--- src/rtl/prim_device_pkg.sv ---
// Shared types, instruction field layout and the built-in factorial program.
package prim_device_pkg;

    localparam int unsigned ROM_DEPTH = 16;
    localparam int unsigned NREGS     = 8;
    localparam int unsigned XLEN      = 32;

    // Instruction field bit positions
    localparam int unsigned OP_HI  = 31;
    localparam int unsigned OP_LO  = 29;
    localparam int unsigned RD_HI  = 28;
    localparam int unsigned RD_LO  = 26;
    localparam int unsigned RS1_HI = 25;
    localparam int unsigned RS1_LO = 23;
    localparam int unsigned RS2_HI = 22;
    localparam int unsigned RS2_LO = 20;
    localparam int unsigned IMM_HI = 15;
    localparam int unsigned IMM_LO = 0;

    typedef enum logic [2:0] {
        OP_ADD  = 3'b000,
        OP_SUB  = 3'b001,
        OP_MUL  = 3'b010,
        OP_LI   = 3'b011,
        OP_LSW  = 3'b100,
        OP_BEQ  = 3'b101,
        OP_HALT = 3'b110,
        OP_NOP  = 3'b111
    } op_e;

    typedef enum logic [1:0] {
        IDLE,
        RUN,
        DONE
    } state_e;

    function automatic logic [XLEN-1:0] enc(op_e op, logic [2:0] rd, logic [2:0] rs1,
                                            logic [2:0] rs2, logic [15:0] imm);
        logic [XLEN-1:0] w;
        w                = '0;
        w[OP_HI:OP_LO]   = op;
        w[RD_HI:RD_LO]   = rd;
        w[RS1_HI:RS1_LO] = rs1;
        w[RS2_HI:RS2_LO] = rs2;
        w[IMM_HI:IMM_LO] = imm;
        return w;
    endfunction

    // r1 = acc, r2 = N counting down, r3 = constant 1
    function automatic logic [XLEN-1:0] rom_word(logic [3:0] addr);
        logic [XLEN-1:0] w;
        case (addr)
            4'd0:    w = enc(OP_LI,   3'd1, 3'd0, 3'd0, 16'd1);
            4'd1:    w = enc(OP_LSW,  3'd2, 3'd0, 3'd0, 16'd0);
            4'd2:    w = enc(OP_LI,   3'd3, 3'd0, 3'd0, 16'd1);
            4'd3:    w = enc(OP_BEQ,  3'd0, 3'd2, 3'd0, 16'd7);
            4'd4:    w = enc(OP_MUL,  3'd1, 3'd1, 3'd2, 16'd0);
            4'd5:    w = enc(OP_SUB,  3'd2, 3'd2, 3'd3, 16'd0);
            4'd6:    w = enc(OP_BEQ,  3'd0, 3'd0, 3'd0, 16'd3);
            default: w = enc(OP_HALT, 3'd0, 3'd1, 3'd0, 16'd0);
        endcase
        return w;
    endfunction

endpackage

--- src/rtl/prim_device_alu.sv ---
// Combinational ALU: ADD / SUB / MUL, all wrapping modulo 2^32.
module prim_device_alu
    import prim_device_pkg::*;
(
    input  op_e              op_i,
    input  logic [XLEN-1:0]  a_i,
    input  logic [XLEN-1:0]  b_i,
    output logic [XLEN-1:0]  y_o
);

    // Select the arithmetic result; non-ALU ops yield zero
    always_comb begin
        y_o = '0;
        case (op_i)
            OP_ADD:  y_o = a_i + b_i;
            OP_SUB:  y_o = a_i - b_i;
            OP_MUL:  y_o = a_i * b_i;
            default: y_o = '0;
        endcase
    end

endmodule

--- src/rtl/prim_device.sv ---
// Tiny programmable device: ROM-resident factorial program, 8x32 register file,
// one instruction per cycle, result presented on HEX_o with a sticky done_o.
module prim_device
    import prim_device_pkg::*;
#(
    parameter int unsigned SW_W = 3
) (
    input  logic            clk_i,
    input  logic            rst_i,
    input  logic            en_i,
    input  logic [SW_W-1:0] SW_i,
    output logic [31:0]     HEX_o,
    output logic            done_o
);

    state_e          state_q, state_d;
    logic [3:0]      pc_q, pc_d;
    logic [XLEN-1:0] regs_q [NREGS];
    logic [XLEN-1:0] regs_d [NREGS];
    logic [XLEN-1:0] hex_q, hex_d;
    logic            done_q, done_d;

    logic [XLEN-1:0] instr;
    op_e             op;
    logic [2:0]      rd, rs1, rs2;
    logic [15:0]     imm;
    logic [XLEN-1:0] rs1_val, rs2_val, alu_y;
    logic            unused_instr_bits;

    // Decode the current ROM word
    always_comb begin
        instr   = rom_word(pc_q);
        op      = op_e'(instr[OP_HI:OP_LO]);
        rd      = instr[RD_HI:RD_LO];
        rs1     = instr[RS1_HI:RS1_LO];
        rs2     = instr[RS2_HI:RS2_LO];
        imm     = instr[IMM_HI:IMM_LO];
        // r0 is hardwired to zero on read
        rs1_val = (rs1 == 3'd0) ? '0 : regs_q[rs1];
        rs2_val = (rs2 == 3'd0) ? '0 : regs_q[rs2];
    end

    assign unused_instr_bits = ^instr[19:16];

    prim_device_alu u_alu (
        .op_i (op),
        .a_i  (rs1_val),
        .b_i  (rs2_val),
        .y_o  (alu_y)
    );

    // Sequencer: next state, PC, register writeback and result capture
    always_comb begin
        logic            wr_en;
        logic [XLEN-1:0] wr_data;
        state_d = state_q;
        pc_d    = pc_q;
        regs_d  = regs_q;
        hex_d   = hex_q;
        done_d  = done_q;
        wr_en   = 1'b0;
        wr_data = '0;
        case (state_q)
            IDLE: begin
                if (en_i) begin
                    state_d = RUN;
                    pc_d    = 4'd0;
                end
            end
            RUN: begin
                pc_d = pc_q + 4'd1;
                case (op)
                    OP_ADD, OP_SUB, OP_MUL: begin
                        wr_en   = 1'b1;
                        wr_data = alu_y;
                    end
                    OP_LI: begin
                        wr_en   = 1'b1;
                        wr_data = {16'd0, imm};
                    end
                    OP_LSW: begin
                        wr_en   = 1'b1;
                        wr_data = XLEN'(SW_i);
                    end
                    OP_BEQ: begin
                        if (rs1_val == rs2_val) pc_d = imm[3:0];
                    end
                    OP_HALT: begin
                        hex_d   = rs1_val;
                        done_d  = 1'b1;
                        state_d = DONE;
                    end
                    default: ;
                endcase
            end
            DONE:    ;
            default: state_d = IDLE;
        endcase
        if (wr_en && rd != 3'd0) regs_d[rd] = wr_data;
    end

    // State registers with synchronous reset taking priority
    always_ff @(posedge clk_i) begin
        if (rst_i) begin
            state_q <= IDLE;
            pc_q    <= 4'd0;
            hex_q   <= '0;
            done_q  <= 1'b0;
            for (int i = 0; i < NREGS; i++) regs_q[i] <= '0;
        end else begin
            state_q <= state_d;
            pc_q    <= pc_d;
            hex_q   <= hex_d;
            done_q  <= done_d;
            for (int i = 0; i < NREGS; i++) regs_q[i] <= regs_d[i];
        end
    end

    assign HEX_o  = hex_q;
    assign done_o = done_q;

endmodule

--- config.mk ---
export PLATFORM = sky130hd
export DESIGN_NAME = prim_device
export DESIGN_NICKNAME = d
export VERILOG_FILES = /design/src/rtl/prim_device_pkg.sv /design/src/rtl/prim_device_alu.sv /design/src/rtl/prim_device.sv
export SDC_FILE = /design/constraint.sdc
export NUM_CORES = 2
export LEC_CHECK = 0
export ABC_AREA = 1
export BUFFER_PORTS_ARGS = -buffer_cell sky130_fd_sc_hd__buf_2
export CAP_MARGIN = 30
export CORE_ASPECT_RATIO = 0.75
export CORE_MARGIN = 3
export CORE_UTILIZATION = 52
export DETAILED_ROUTE_END_ITERATION = 12
export PLACE_DENSITY = 0.68
export SKIP_LAST_GASP = 1
export SYNTH_ARGS = -nofsm -noshare
export SYNTH_HDL_FRONTEND = slang
export SYNTH_HIERARCHICAL = 1
export SYNTH_SLANG_ARGS = --single-unit
--- constraint.sdc ---
create_clock -name clk_i -period 9.7 [get_ports clk_i]
set_input_delay 1.94 -clock clk_i [delete_from_list [all_inputs] [get_ports clk_i]]
set_output_delay 1.94 -clock clk_i [all_outputs]
set_load 0.03 [all_outputs]
* Word-level counts from Yosys, hierarchy flattened
Cells that the tools add are included.
Storage, ports and cells: output and inout bits 33, register bits after elaboration 295, logic and storage cells 79, input port bits 6
Cells by class: add/sub/neg operators 3, muxes and demuxes 24, order comparisons 4, $mul 1, bitwise logic cells 4, reductions and logical operators 14, eq/ne operators 17
Operators by type and width (number):
- bitwise mux 256 bit | 1
- 2-to-1 mux 32 bit | 8
- one-hot mux 32 bit (7 select lines) | 1
- binary-select mux 32 bit (select 3 bit) | 2
- one-hot mux 32 bit (3 select lines) | 2
- demux 32 bit (select 3 bit) | 1
- adder 32 bit | 1
- equality test 32 bit | 1
- multiplier 32 x 32 -> 32 bit | 1
- subtractor 32 bit | 1
- equality test 4 x 3 -> 1 bit (second input constant) | 3
- greater-or-equal comparator 4 bit (second input constant) | 3
- 2-to-1 mux 4 bit | 3
- inverter 3 -> 4 bit | 3
- equality test 3 bit (second input constant) | 3
- zero test 3 bit | 3
- equality test 4 x 2 -> 1 bit (second input constant) | 2
- one-hot mux 4 bit (2 select lines) | 1
- equality test 3 x 2 -> 1 bit (second input constant) | 2
- one-hot mux 2 bit (3 select lines) | 1
- OR reduction 5 bit | 1
- adder 4 x 1 -> 4 bit (second input constant) | 1
- equality test 4 x 1 -> 1 bit (second input constant) | 1
- zero test 4 bit | 1
- other kinds (16) | 20

* Logic depth before layout (Yosys ltp)
depth in word-level cells 12, depth in mapped cells 45, mapped depth without buffers 42

* Modules after synthesis
Netlist, hierarchy kept.
Modules (own cells, without submodules):
- prim_device_alu | sequential area each 0.0 sq um, cells an instance 2810, area each 19657.6 sq um, instances 1
- prim_device | sequential area each 2702.6 sq um, cells an instance 1088, area each 7058.0 sq um, instances 1

* Least setup slack after synthesis
Ideal clock, no wire load.
path kind register to register, start register pc_q[0], end register regs_q[216] (netlist name), buffers on the path 3, setup time 0.070 ns, setup slack 1.758 ns, arrival time 7.872 ns, data required time 9.630 ns, stages on the path, launching flop included 40, clock period less this slack 7.942 ns, path through dfxtp_1 > inv_1 > ha_1 > inv_1 > nand2_1 > o21ai_0 > nand2_4 > nand2_8 > buf_6 > nand2_1 > nand2_1 > buf_2 > buf_1 > nand2_1 > inv_1 > fa_1 > fa_1 > fa_1 > [4 not listed] > inv_1 > fa_1 > inv_1 > fa_1 > fa_1 > ha_1 > nand2_1 > nor4_1 > nand4_1 > nand3_1 > a21o_2 > or2_2 > nand3_1 > nand2_1 > inv_1 > nor2_1 > o21ai_0 > a21oi_1
On the way: cells in the longest elaborated chain, start to end 12, elaborated cells on any way between the ends 44, those cells by class add/sub (2); mul (1); order compare (2); eq/ne (10); mux (17); bitwise (3); reduce/logical (9)
Ends and longest elaborated chain:
- from (decl) | line prim_device.sv:17 | logic [3:0] pc_q, pc_d;
- from (signal assigned) | line prim_device.sv:112 | pc_q <= pc_d;
- equality test 4 x 3 -> 1 bit, or another cell as far along | line prim_device_pkg.sv:52 | case (addr)
- one-hot mux 32 bit (7 select lines) * | line prim_device_pkg.sv:52
- inverter 3 -> 4 bit (implied by the code) | line prim_device.sv:39 | rs1_val = (rs1 == 3'd0) ? '0 : regs_q[rs1];
- binary-select mux 32 bit (select 3 bit) | line prim_device.sv:39
- 2-to-1 mux 32 bit (implied by the code) (2 in a row) | line prim_device.sv:39
- 2-to-1 mux 32 bit * | line prim_device.sv:39
- net rs1_val[13] | line prim_device.sv:27 | logic [XLEN-1:0] rs1_val, rs2_val, alu_y;
- multiplier 32 x 32 -> 32 bit, or another cell as far along | line prim_device_alu.sv:17 | OP_MUL: y_o = a_i * b_i;
- one-hot mux 32 bit (3 select lines) * | line prim_device_alu.sv:14 | case (op_i)
- net alu_y[24] | line prim_device.sv:27
- one-hot mux 32 bit (3 select lines) * | line prim_device.sv:72 | case (op)
- 2-to-1 mux 32 bit * | line prim_device.sv:63 | case (state_q)
- bitwise mux 256 bit * | line prim_device.sv:99 | if (wr_en && rd != 3'd0) regs_d[rd] = wr_data;
- to (decl) | line prim_device.sv:18 | logic [XLEN-1:0] regs_q [NREGS];
The timed path passes the listed nets; every way through them passes the cells marked *. The select of a mux whose other input is x is not followed. A chain may end at the register's enable or synchronous reset.

* Worst setup path in the final report
start register pc_q[0], end register regs_q[188] (netlist name)
The elaborated chain is that of the path after synthesis.

==> results.cfg <==
[timing]
worstMarginPinSlew_ps = 912
fin_ws_ps = 430
rsz0062_at_grt = false
setup-tns-final_ps = 0
maxSlewHeadroom_pct = 39.1
fin_crit_sh_pct = 95.6
finClkSkew_ps = 11.5
drv_slew = 0
setup_viol_count_final = 0
max_freq_mhz = 108
hold_viol = 0
min_period_ps = 9270

[placed_design]
port_buffers = 38
place.gp.congestion = 1.02
dp_slack_ps = 262
hpwl_mm = 71.3

[logic_synthesis]
syn_avg_cell_area_um2 = 6.85
ys_async_sr_fraction_pct = 0
synth_edf_count = 0
ys_ff_latch = 135
synthesis.area_mm2 = 0.0267
yosysSeqAreaShare_pct = 10.1
synth_cell_types = 60
syn_inst = 3898
yosysWarningCount = 6
ys.flop_type = dfxtp_1
synth_nets = 4473

[floorplanning]
die_area_mm2 = 0.0542
die_x_um = 268
chipHeight_um = 202
start_util_pct = 52.9
rows = 71
core_mm2 = 0.0505
pin_count = 39

[routing]
routed_wl_mm = 90.1
viasPerCell = 5.37
drcViolationCount = 0
wl_per_cell_um = 19.8
first_pass_iters = 6
initialDrtViolationCount = 2636
drtAntennaViolNets = 0
vias = 24500

[job]
drv_cap = 0

[power]
pwr_density_cell_mw_per_mm2 = 72.0
pwr-share-clk_pct = 32.9
seqPwrFrac_pct = 29.3
switching_share_pct = 43.7
switching_power_mw = 0.895
p_int_mw = 1.16
p_comb_share_pct = 37.8
leakagePower_nw = 16.6
ir_worst_vdd_mv = 0.132

[grt]
grt_pass1_vias = 23300
grt_usage_pct = 34.2
grt_max_degree = 76
grt_pass1_wl_mm = 140
grt_overflow = 0
antenna_found_initial = 0

[clock_tree]
cts_hold_buffers = 0
cts_tree = done
h-tree-depth = 4
path_clk_slew_ps = 70
cts_root_buf = clkbuf_16
clk_latency_ps = 450
numCtsBuffers = 17
clock_sinks = 135
cts_max_path_buffers = 2

[worst_setup_path]
crit_top_cell = fa_1
critPathCaptureType = flip-flop
slowest_delay_ps = 560
crit_buf_inv = 7
crit_arrival_ps = 9570
r2r_cells = 32
cp_top_family = adder cells
r2r_slack_ps = 430
critPathKind = flip-flop to flip-flop
cp_num_cells = 32
startpoint_type = flip-flop
critical_path_peak_fanout = 34
worst_ep_required_time_ps = 10000
critPathSlowestCell = fa_1

[finish]
area_growth_pct = 6.60
drive_above_1_share_pct = 7.04
fin_nets = 4455
postLayoutCoreUtil_pct = 56.4

[worst_hold_path]
holdPathStages = 2
hold_class = flip-flop to flip-flop

[outcome]
status = finished clean
sequential cells by signal, summed over array words and instances, names as in the netlist:
register and cells:
state_q 2, done_o 1, regs_q 96, pc_q 4
HEX_o 32
power by group through the flow:
stage | registers (mW) | clock network [mW] | logic (mW)
final | 0.600 | 0.675 | 0.775
after global routing | 0.602 | 0.700 | 0.833
after CTS | 0.599 | 0.671 | 0.734
after floorplan | 0.613 | 0 | 0.469
after detailed placement | 0.611 | 0 | 0.730
after global placement | 0.611 | 0 | 0.728
layout make-up:
type	instances	area [um2]
antenna	1	2.50
clock buffer	17	425
clock inverter	15	161
fill	5029	22000
inverter	965	3630
multi-input combinational	2610	19600
sequential	135	2700
tap	657	822
timing repair buffer	151	1080
worst register-to-register path: cells and delay by family, from the launching register on:
kind	cells	cell delay (ps)
AO/OA/AOI/OAI	7	1990
adder cells (fa/ha/maj)	10	4410
buffers and inverters	7	1060
flip-flops	1	410
AND/OR/NAND/NOR	8	1240
per-layer routing:
metal | GRT usage [%] | part of all wire, %
met1 | 51.1 | 45
met2 | 49.8 | 42
met3 | 8.43 | 11
met4 | 7.43 | 2.1
met5 | 0 | 0
metrics by stage:
stage | instances | cell area (um2) | hold slack (ps) | total power, mW
after floorplan | 3898 | 26700 | 425 | 1.08
after global placement | 4513 | 27800 | 444 | 1.34
after detailed placement | 4514 | 27800 | 445 | 1.34
after CTS | 4546 | 28400 | 456 | 2.00
after global routing | 4550 | 28500 | 472 | 2.14
final | 4551 | 28500 | 458 | 2.05
cell usage in the layout (no fill, tap or decap), types with 24 or more instances in the layout:
| cell | instances |
|---|---|
| nand2_1 | 1060 |
| nand3_1 | 124 |
| a21oi_1 | 181 |
| ha_1 | 160 |
| fa_1 | 409 |
| nor2_1 | 189 |
| buf_2 | 38 |
| xor2_1 | 43 |
| dfxtp_1 | 135 |
| nor3_1 | 26 |
| buf_4 | 110 |
| o21ai_0 | 191 |
| o21ai_1 | 24 |
| inv_1 | 944 |
kinds of logic (layout without fill, tap and decap cells):
kind of cell / after synthesis / count (layout) / share of synthesized area [%]
xor gates and xnor gates: 61 / 61 / 2.00
AOI/OAI and AO/OA: 477 / 477 / 9.81
other: 0 / 1 / 0
DFF: 135 / 135 / 10.1
adders and majority gates: 569 / 569 / 38.1
buffers and inverters: 1153 / 1148 / 16.7
and+or+nand+nor: 1503 / 1503 / 23.2
synthesized netlist by cell type, types with 8 or more instances:
cell type | instances | area share [%]
nand2_1 | 1060 | 15
inv_1 | 948 | 13
fa_1 | 409 | 31
nor2_1 | 201 | 2.8
o21ai_0 | 192 | 3.6
a21oi_1 | 183 | 3.4
ha_1 | 160 | 7.5
dfxtp_1 | 135 | 10
nand3_1 | 124 | 2.3
clkbuf_1 | 98 | 1.4
buf_2 | 54 | 1.0
xor2_1 | 43 | 1.4
nor3_1 | 26 | 0.49
buf_1 | 24 | 0.34
o21ai_1 | 23 | 0.43
nand3b_1 | 21 | 0.59
xnor2_1 | 18 | 0.59
inv_2 | 17 | 0.24
nand4_1 | 16 | 0.37
or2_2 | 15 | 0.35
a21o_1 | 11 | 0.31
o211ai_1 | 10 | 0.28
o21bai_1 | 8 | 0.22
worst paths after layout:
check / from / end
worst max-delay path: pc_q[0]$_SDFFE_PP0P_ / regs_q[188]$_SDFFE_PP0P_
worst min-delay path: regs_q[201]$_SDFFE_PP0P_ / regs_q[201]$_SDFFE_PP0P_
worst max register to register: pc_q[0]$_SDFFE_PP0P_ / regs_q[188]$_SDFFE_PP0P_
worst min register to register: regs_q[201]$_SDFFE_PP0P_ / regs_q[201]$_SDFFE_PP0P_
repair_timing:
action / 4_1_cts / 5_1_grt
buffers inserted: 0 / 4
resized for setup: 0 / 4
setup endpoints to repair: 0 / 2
Note: power is estimated with default switching activity, not from simulation.
